### src/rtl/maxpool2x2.sv
// 2x2 / stride-2 max pooling over a channel-major, row-major feature map.
// Reads the four window elements one at a time from a synchronous-read BRAM,
// keeps a running signed maximum, then writes one pooled value per window.
//
// Read handshake: in_r_en is high for exactly the ISSUE cycle with in_r_addr
// valid; the BRAM returns in_r_q one cycle later and holds it, so the value is
// stable by CAPTURE. Write handshake: out_w_en/out_w_we are high for exactly
// the WRITE cycle, qualifying out_w_addr and out_w_d in that same cycle.
module maxpool2x2 #(
    parameter int DATA_WIDTH = 16,
    parameter int CHANNELS   = 8,
    parameter int IN_SIZE    = 28,
    localparam int OUT_SIZE  = IN_SIZE / 2,
    localparam int N_IN      = CHANNELS * IN_SIZE * IN_SIZE,
    localparam int N_OUT     = CHANNELS * OUT_SIZE * OUT_SIZE,
    localparam int IN_AW     = (N_IN > 1) ? $clog2(N_IN) : 1,
    localparam int OUT_AW    = (N_OUT > 1) ? $clog2(N_OUT) : 1
) (
    input  logic                         clk,
    input  logic                         reset,
    input  logic                         start,
    output logic [IN_AW-1:0]             in_r_addr,
    output logic                         in_r_en,
    input  logic signed [DATA_WIDTH-1:0] in_r_q,
    output logic [OUT_AW-1:0]            out_w_addr,
    output logic                         out_w_en,
    output logic                         out_w_we,
    output logic signed [DATA_WIDTH-1:0] out_w_d,
    output logic                         busy,
    done
);

    localparam int C_W = (CHANNELS > 1) ? $clog2(CHANNELS) : 1;
    localparam int O_W = (OUT_SIZE > 1) ? $clog2(OUT_SIZE) : 1;

    // An odd or too-small map has no clean 2x2 tiling; refuse to elaborate.
    generate
        if (IN_SIZE < 2 || (IN_SIZE % 2) != 0) begin : g_bad_in_size
            $error("maxpool2x2: IN_SIZE must be even and >= 2");
        end
    endgenerate

    typedef enum logic [2:0] {
        IDLE, ISSUE, WAIT1, WAIT2, CAPTURE, WRITE, FINISH
    } state_t;

    state_t                        state;
    logic [C_W-1:0]                c;
    logic [O_W-1:0]                oy, ox;
    logic [1:0]                    k;
    logic signed [DATA_WIDTH-1:0]  max_reg;

    logic signed [DATA_WIDTH-1:0]  cap_max;
    logic                          last_x, last_y, last_win;
    logic [C_W-1:0]                c_nxt;
    logic [O_W-1:0]                oy_nxt, ox_nxt;

    // Input index of window element kk: row 2*yy+kk[1], column 2*xx+kk[0].
    function automatic logic [IN_AW-1:0] in_index(
        input logic [C_W-1:0] cc, input logic [O_W-1:0] yy,
        input logic [O_W-1:0] xx, input logic [1:0] kk);
        return IN_AW'(cc) * IN_AW'(IN_SIZE * IN_SIZE)
             + IN_AW'({yy, kk[1]}) * IN_AW'(IN_SIZE)
             + IN_AW'({xx, kk[0]});
    endfunction

    function automatic logic [OUT_AW-1:0] out_index(
        input logic [C_W-1:0] cc, input logic [O_W-1:0] yy,
        input logic [O_W-1:0] xx);
        return OUT_AW'(cc) * OUT_AW'(OUT_SIZE * OUT_SIZE)
             + OUT_AW'(yy) * OUT_AW'(OUT_SIZE)
             + OUT_AW'(xx);
    endfunction

    assign busy = (state != IDLE);

    // Running max for the element arriving now, and the next window position.
    always_comb begin
        cap_max = max_reg;
        if (k == 2'd0 || in_r_q > max_reg) begin
            cap_max = in_r_q;
        end
        last_x   = (ox == O_W'(OUT_SIZE - 1));
        last_y   = (oy == O_W'(OUT_SIZE - 1));
        last_win = (out_index(c, oy, ox) == OUT_AW'(N_OUT - 1));
        c_nxt    = c;
        oy_nxt   = oy;
        ox_nxt   = ox;
        if (last_win) begin
            c_nxt  = '0;
            oy_nxt = '0;
            ox_nxt = '0;
        end else if (!last_x) begin
            ox_nxt = ox + 1'b1;
        end else begin
            ox_nxt = '0;
            if (!last_y) begin
                oy_nxt = oy + 1'b1;
            end else begin
                oy_nxt = '0;
                c_nxt  = c + 1'b1;
            end
        end
    end

    // Main FSM: walks windows, issues four reads each, writes the max.
    always_ff @(posedge clk) begin
        if (reset) begin
            state      <= IDLE;
            c          <= '0;
            oy         <= '0;
            ox         <= '0;
            k          <= '0;
            max_reg    <= '0;
            in_r_addr  <= '0;
            in_r_en    <= 1'b0;
            out_w_addr <= '0;
            out_w_en   <= 1'b0;
            out_w_we   <= 1'b0;
            out_w_d    <= '0;
            done       <= 1'b0;
        end else begin
            in_r_en  <= 1'b0;
            out_w_en <= 1'b0;
            out_w_we <= 1'b0;
            done     <= 1'b0;
            case (state)
                IDLE: begin
                    if (start) begin
                        c         <= '0;
                        oy        <= '0;
                        ox        <= '0;
                        k         <= '0;
                        in_r_en   <= 1'b1;
                        in_r_addr <= in_index('0, '0, '0, 2'd0);
                        state     <= ISSUE;
                    end
                end
                ISSUE:   state <= WAIT1;
                WAIT1:   state <= WAIT2;
                WAIT2:   state <= CAPTURE;
                CAPTURE: begin
                    max_reg <= cap_max;
                    if (k != 2'd3) begin
                        k         <= k + 2'd1;
                        in_r_en   <= 1'b1;
                        in_r_addr <= in_index(c, oy, ox, k + 2'd1);
                        state     <= ISSUE;
                    end else begin
                        out_w_en   <= 1'b1;
                        out_w_we   <= 1'b1;
                        out_w_addr <= out_index(c, oy, ox);
                        out_w_d    <= cap_max;
                        state      <= WRITE;
                    end
                end
                WRITE: begin
                    c  <= c_nxt;
                    oy <= oy_nxt;
                    ox <= ox_nxt;
                    k  <= '0;
                    if (last_win) begin
                        state <= FINISH;
                    end else begin
                        in_r_en   <= 1'b1;
                        in_r_addr <= in_index(c_nxt, oy_nxt, ox_nxt, 2'd0);
                        state     <= ISSUE;
                    end
                end
                FINISH: begin
                    done  <= 1'b1;
                    state <= IDLE;
                end
                default: state <= IDLE;
            endcase
        end
    end

endmodule
### config.mk
export PLATFORM = sky130hd
export DESIGN_NAME = maxpool2x2
export DESIGN_NICKNAME = d
export VERILOG_FILES = /design/src/rtl/maxpool2x2.sv
export SDC_FILE = /design/constraint.sdc
export NUM_CORES = 1
export LEC_CHECK = 0
export BUFFER_PORTS_ARGS = -buffer_cell sky130_fd_sc_hd__buf_2
export CAP_MARGIN = 10
export CORE_ASPECT_RATIO = 0.8
export CORE_MARGIN = 2
export CORE_UTILIZATION = 30
export CTS_CLUSTER_DIAMETER = 40
export DETAILED_ROUTE_END_ITERATION = 6
export PLACE_DENSITY_LB_ADDON = 0.12
export SKIP_LAST_GASP = 1
export SLEW_MARGIN = 10
export SYNTH_ARGS = -nofsm -noshare
export SYNTH_HDL_FRONTEND = slang
export SYNTH_SLANG_ARGS = --single-unit
### constraint.sdc
create_clock -name clk -period 8.4 [get_ports clk]
set_input_delay 1.68 -clock clk [delete_from_list [all_inputs] [get_ports clk]]
set_output_delay 1.68 -clock clk [all_outputs]
set_load 0.005 [all_outputs]
Word level (Yosys, flattened, before mapping)
Cells that the tools add are included.

$add $sub $neg: 10. Multipliers: 6. Div/mod/pow operators: 0. $lt $le $gt $ge: 1. Equal/unequal tests: 13. Shifts and indexed selects: 0. Mux-type cells: 31. Bitwise gates (word level): 2. Reduce and logical (&&, ||, !) cells: 11.

Operators with widths (number): 2-to-1 mux 13 bit (3); one-hot mux 13 bit (3 select lines) (1); multiplier 3 x 6 -> 9 bit (second input constant) (3); adder 13 x 10 -> 13 bit (2); adder 13 x 5 -> 13 bit (2); 2-to-1 mux 4 bit (6); 2-to-1 mux 3 bit (7); one-hot mux 3 bit (6 select lines) (1); > comparator 16 bit (1); 2-to-1 mux 16 bit (1); one-hot mux 4 bit (2 select lines) (2); multiplier 4 x 3 -> 7 bit (second input constant) (2); adder 11 x 4 -> 11 bit (1); adder 11 x 8 -> 11 bit (1); equality test 11 bit (second input constant) (1); equality test 3 bit (second input constant) (3); adder 4 x 1 -> 4 bit (second input constant) (2); equality test 4 bit (second input constant) (2); multiplier 5 x 3 -> 8 bit (second input constant) (1); inequality test 2 bit (second input constant) (4); equality test 3 x 2 -> 1 bit (second input constant) (2); one-hot mux 2 bit (3 select lines) (1); one-hot mux 3 bit (2 select lines) (1); nonzero test 3 bit (2); 15 further kinds (22).

Register bits after elaboration: 75. Bits in latches: 0. Memory bits (writable): 0. ROM bits: 0. Input bits: 19. Output and inout bits: 45. Logic and storage cells: 86. Memories kept: 0.

Longest topological paths before layout
Depth in word-level cells: 10. Depth in mapped cells: 33. Gate-level depth less buffers: 32.

Worst setup path before layout
Ideal clock, no wire load.

Path kind: register to register. Start point: reg oy[0]. End point: reg in_r_addr[11]. Setup time: 0.074 ns. Arrival time: 6.913 ns. Data required time: 8.326 ns. Path slack: 1.413 ns. Cell stages (with the launch flop): 30. Buffers on the path: 1. Clock period less this slack: 6.987 ns. Path through: dfxtp_1 -> inv_1 -> fa_1 -> inv_1 -> ha_1 -> fa_1 -> nor2b_1 -> o21ai_0 -> nand2b_1 -> ha_1 -> ha_1 -> and4_1 -> nand4_1 -> nor4bb_2 -> nand4_2 -> clkbuf_1 -> and2_1 -> fa_1 -> fa_1 -> a21o_1 -> a21o_1 -> ha_1 -> ha_1 -> a211oi_1 -> nor2_1 -> o41a_1 -> xor2_1 -> o211ai_1 -> nand4_1 -> o21ai_0.

Cells in the longest elaborated chain, start to end: 10. Elaborated cells on any way between the ends: 25. Those cells by class: add/sub (7); mul (4); eq/ne (3); mux (10); reduce/logical (1).

Ends and longest elaborated chain: start: declaration (RTL line 49) `logic [O_W-1:0] oy, ox;`; start signal: assignment (RTL line 159) `oy <= oy_nxt;`; multiplier 4 x 3 -> 7 bit (RTL line 71) `+ OUT_AW'(yy) * OUT_AW'(OUT_SIZE)`; adder 11 x 8 -> 11 bit (RTL line 71); adder 11 x 4 -> 11 bit (RTL line 72) `+ OUT_AW'(xx);`; equality test 11 bit (RTL line 85) `last_win = (out_index(c, oy, ox) == OUT_AW'(N_OUT - 1));`; 2-to-1 mux 3 bit / 2-to-1 mux 4 bit (equally long branches) (RTL line 89) `if (last_win) begin`; multiplier 3 x 6 -> 9 bit / multiplier 4 x 3 -> 7 bit (equally long branches) (RTL line 62, 63); adder 13 x 10 -> 13 bit (RTL line 63) `+ IN_AW'({yy, kk[1]}) * IN_AW'(IN_SIZE)`; adder 13 x 5 -> 13 bit (RTL line 64) `+ IN_AW'({xx, kk[0]});`; 2-to-1 mux 13 bit (RTL line 162) `if (last_win) begin`; one-hot mux 13 bit (3 select lines) (RTL line 127) `case (state)`; end signal: assignment (RTL line 135) `in_r_addr <= in_index('0, '0, '0, 2'd0);`; end signal: assignment (RTL line 147) `in_r_addr <= in_index(c, oy, ox, k + 2'd1);`; end signal: assignment (RTL line 166) `in_r_addr <= in_index(c_nxt, oy_nxt, ox_nxt, 2'd0);`; end: declaration (RTL line 22) `output logic [IN_AW-1:0] in_r_addr,`.

Several ways; a longest one is shown, not always the timed one. The select of a mux whose other input is x is not followed. A chain may end at the register's enable or synchronous reset.

Worst setup path after layout
Ends and elaborated chain as after synthesis.

==> metrics.csv <==
stage,metric,value,unit
yosys,ys.flop_type,dfxtp_1,
detailed_routing,via_count,5053,
yosys,synth_area_leader_cell,dfxtp_1,
power,power.leakage,3.16,nW
setup_path,required,8.68,ns
detailed_routing,antenna_left,0,
status,status,"complete, but fails checks",
power,pwr-share-comb,0.066,
sta,min_period,7.51,ns
floorplanning,placementRows,45,
detailed_routing,drc_errors,1,
floorplanning,ios,64,
final_layout,syn_to_final_growth,14.4,%
setup_path,cp.arrival,7.79,ns
placement,port-buffer-count,63,
sta,fin_ws,0.890,ns
detailed_routing,detailedRoute.firstPassIterationCount,7,
placement,hpwlAfterDp,12700,microns
sta,drv_slew,0,
clock_network,root_buffer,clkbuf_16,
sta,finalSetupViolations,0,
setup_path,worst_setup_path_end_kind,register,
floorplanning,coreArea,0.0191,sq mm
clock_network,clock_latency,0.35,ns
yosys,synth_area,0.00589,sq mm
power,pwr_density_cell,127,mW/mm^2
power,seqPwrFrac,0.426,
yosys,synth_enable_flop_cells,0,
clock_network,cts_resized,0,
detailed_routing,drt-initial-drc-count,248,
yosys,syn_inst,691,
sta,slew_headroom,0.226,
setup_path,start_kind,register,
yosys,syn-mean-instance-area,8.52,sq um
sta,rsz0062_at_grt,false,
global_route,antenna_found_initial,0,
yosys,seq_area_frac_synth,0.255,
global_route,grt.total_usage,0.162,
clock_network,clk_transition_reported_paths,0.07,ns
yosys,synth_top_area_frac,0.255,
final_layout,num-nets-final,854,
placement,place.gp.congestion,0.794,
clock_network,postCtsSetupBuffers,0,
setup_path,max_stage_delay,0.59,ns
placement,dp_slack,0.926,ns
sta,finalHoldViolCount,0,
sta,timing.final.crit_share,0.894,
setup_path,endpoint,in_r_addr[11],
clock_network,max-clock-path-buffers,2,
yosys,synth_commonest_cells,"ha_1, dfxtp_1, nand2_1, inv_1, nor2_1",
yosys,ys_types,69,
sta,worst_pin_slew,1.16,ns
clock_network,htreeDepth,3,
global_route,grt_pass1_wl,26900,microns
power,switching_share,0.249,
clock_network,cts_buffers,9,
power,p_int,0.642,mW
setup_path,critPathLaunch,oy[0],
yosys,ys_top_cells_by_area,"dfxtp_1, ha_1, mux2i_1",
global_route,grt_max_degree,52,
floorplanning,dieArea,0.0208,sq mm
power,ir_drop,0.106,mV
detailed_routing,wirelength,16200,microns
setup_path,path_max_fanout,16,
run,maxCapViolCount,0,
setup_path,rr_worst_depth,29,
setup_path,reg2reg_to,in_r_addr[11],
detailed_routing,wire_per_inst,16.2,microns
floorplanning,die_width,161,microns
clock_network,postCtsHoldBufs,0,
status,violations,DRC,
power,netSwitchingPower,0.213,mW
global_route,grt_overflow,0,
final_layout,drive_above_1_share,0.145,
setup_path,r2r_start,oy[0],
sta,skew,0.0115,ns
setup_path,slowest_stage,fa_1,
yosys,yosys_warnings,0,
final_layout,diodes,0,
sta,fin_setup_tns,0,ns
clock_network,clock-sinks,75,
min_path,hp-class,register to register,
floorplanning,die_height,129,microns
sta,fmax,133,MHz
detailed_routing,viasPerCell,5.04,
setup_path,critPathMostFrequentCell,ha_1,
yosys,ys_async_sr_fraction,0,
final_layout,fill_cells,1966,
sta,holdWs,0.455,ns
yosys,synth.most_common_cell,ha_1,
clock_network,tritoncts,built,
yosys,yosys_register_bits,75,
setup_path,rrSetupSlack,0.89,ns
yosys,synth_nets,806,
power,pwr-share-clk,0.508,
setup_path,path_class,register to register,
global_route,grt_pass1_vias,5046,
floorplanning,start_util,0.309,
[power groups by stage]
stage          registers (mW)  logic [mW]  clock network (mW)
2_1_floorplan           0.369      0.0387                   0
5_1_grt                 0.365      0.0625               0.459
3_5_place_dp            0.372      0.0559                   0
3_3_place_gp            0.372      0.0561                   0
4_1_cts                 0.364      0.0564               0.444
6_report                0.364      0.0560               0.434
[worst min path at each step]
stage                       start             to  slack (ns)  cells past startpoint
detailed placement  out_w_addr[1]  out_w_addr[1]        0.45                      2
finish              out_w_addr[4]  out_w_addr[4]        0.45                      2
global placement    out_w_addr[0]  out_w_addr[0]        0.45                      2
CTS                 out_w_addr[1]  out_w_addr[1]        0.46                      2
floorplan           in_r_addr[11]  in_r_addr[11]        0.45                      2
global route        out_w_addr[2]  out_w_addr[2]        0.48                      2
[cell families (layout without fill, tap and decap cells)]
logic type,count (synthesis),after routing,share of synthesized area
DFF,75,75,0.255
and+or+nand+nor,201,201,0.172
xor gates and xnor gates,25,25,0.0372
buffers and inverters,90,143,0.0639
adders and majority gates,96,96,0.224
muxes,39,39,0.0665
AOI/OAI and AO/OA,165,165,0.181
[cell type report]
cell class                 count  area (sq um)  area share
clock inverter                 7           100      0.0149
inverter                      60           225      0.0334
multi-input combinational    526          4020       0.596
timing repair buffer          67           345      0.0513
sequential                    75          1500       0.223
tap                          258           323      0.0479
clock buffer                   9           225      0.0334
[routing by layer]
| metal | track usage | wire length [microns] | vias up |
|---|---|---|---|
| li1 | - | - | 2550 |
| met4 | 0.0276 | 95 | 0 |
| met5 | 0 | 0 | - |
| met1 | 0.249 | 8960 | 2393 |
| met2 | 0.237 | 6490 | 100 |
| met3 | 0.0301 | 681 | 10 |
[stage by stage]
step	cell area, sq um	cells	utilization	power [mW]
after floorplan	5890	691	-	0.407
after global placement	6410	986	0.336	0.428
after detailed placement	6410	986	0.336	0.428
after CTS	6740	1002	0.353	0.865
after global routing	6740	1002	0.353	0.886
final	6740	1002	0.353	0.855
[placed cells by master (no fill, tap or decap), types with 5 or more instances in the layout]
master      n
a21o_1     10
o21ai_0    44
nor3_1     13
nand3_1    13
nor2_1     57
mux2i_1    38
and4_1      6
a211oi_1    5
clkbuf_16   9
a32oi_1     5
inv_1      58
a21oi_1    55
nor2b_1     5
nand2_1    61
dfxtp_1    75
fa_1       16
buf_2      63
xor2_1      9
and2_1      6
o211ai_1    6
ha_1       80
xnor2_1    16
nand4_1     9
o31ai_1     5
[worst max-delay path, delay by kind of cell (launching register included)]
kind                       cells  cell delay, ns
AOI/OAI and AO/OA              7            1.19
xor gates and xnor gates       1            0.15
adders and majority gates      9            3.51
DFF                            1            0.53
buffers and inverters          3            0.48
and+or+nand+nor                9            1.58
No activity file was read; power rests on OpenSTA's default activity.
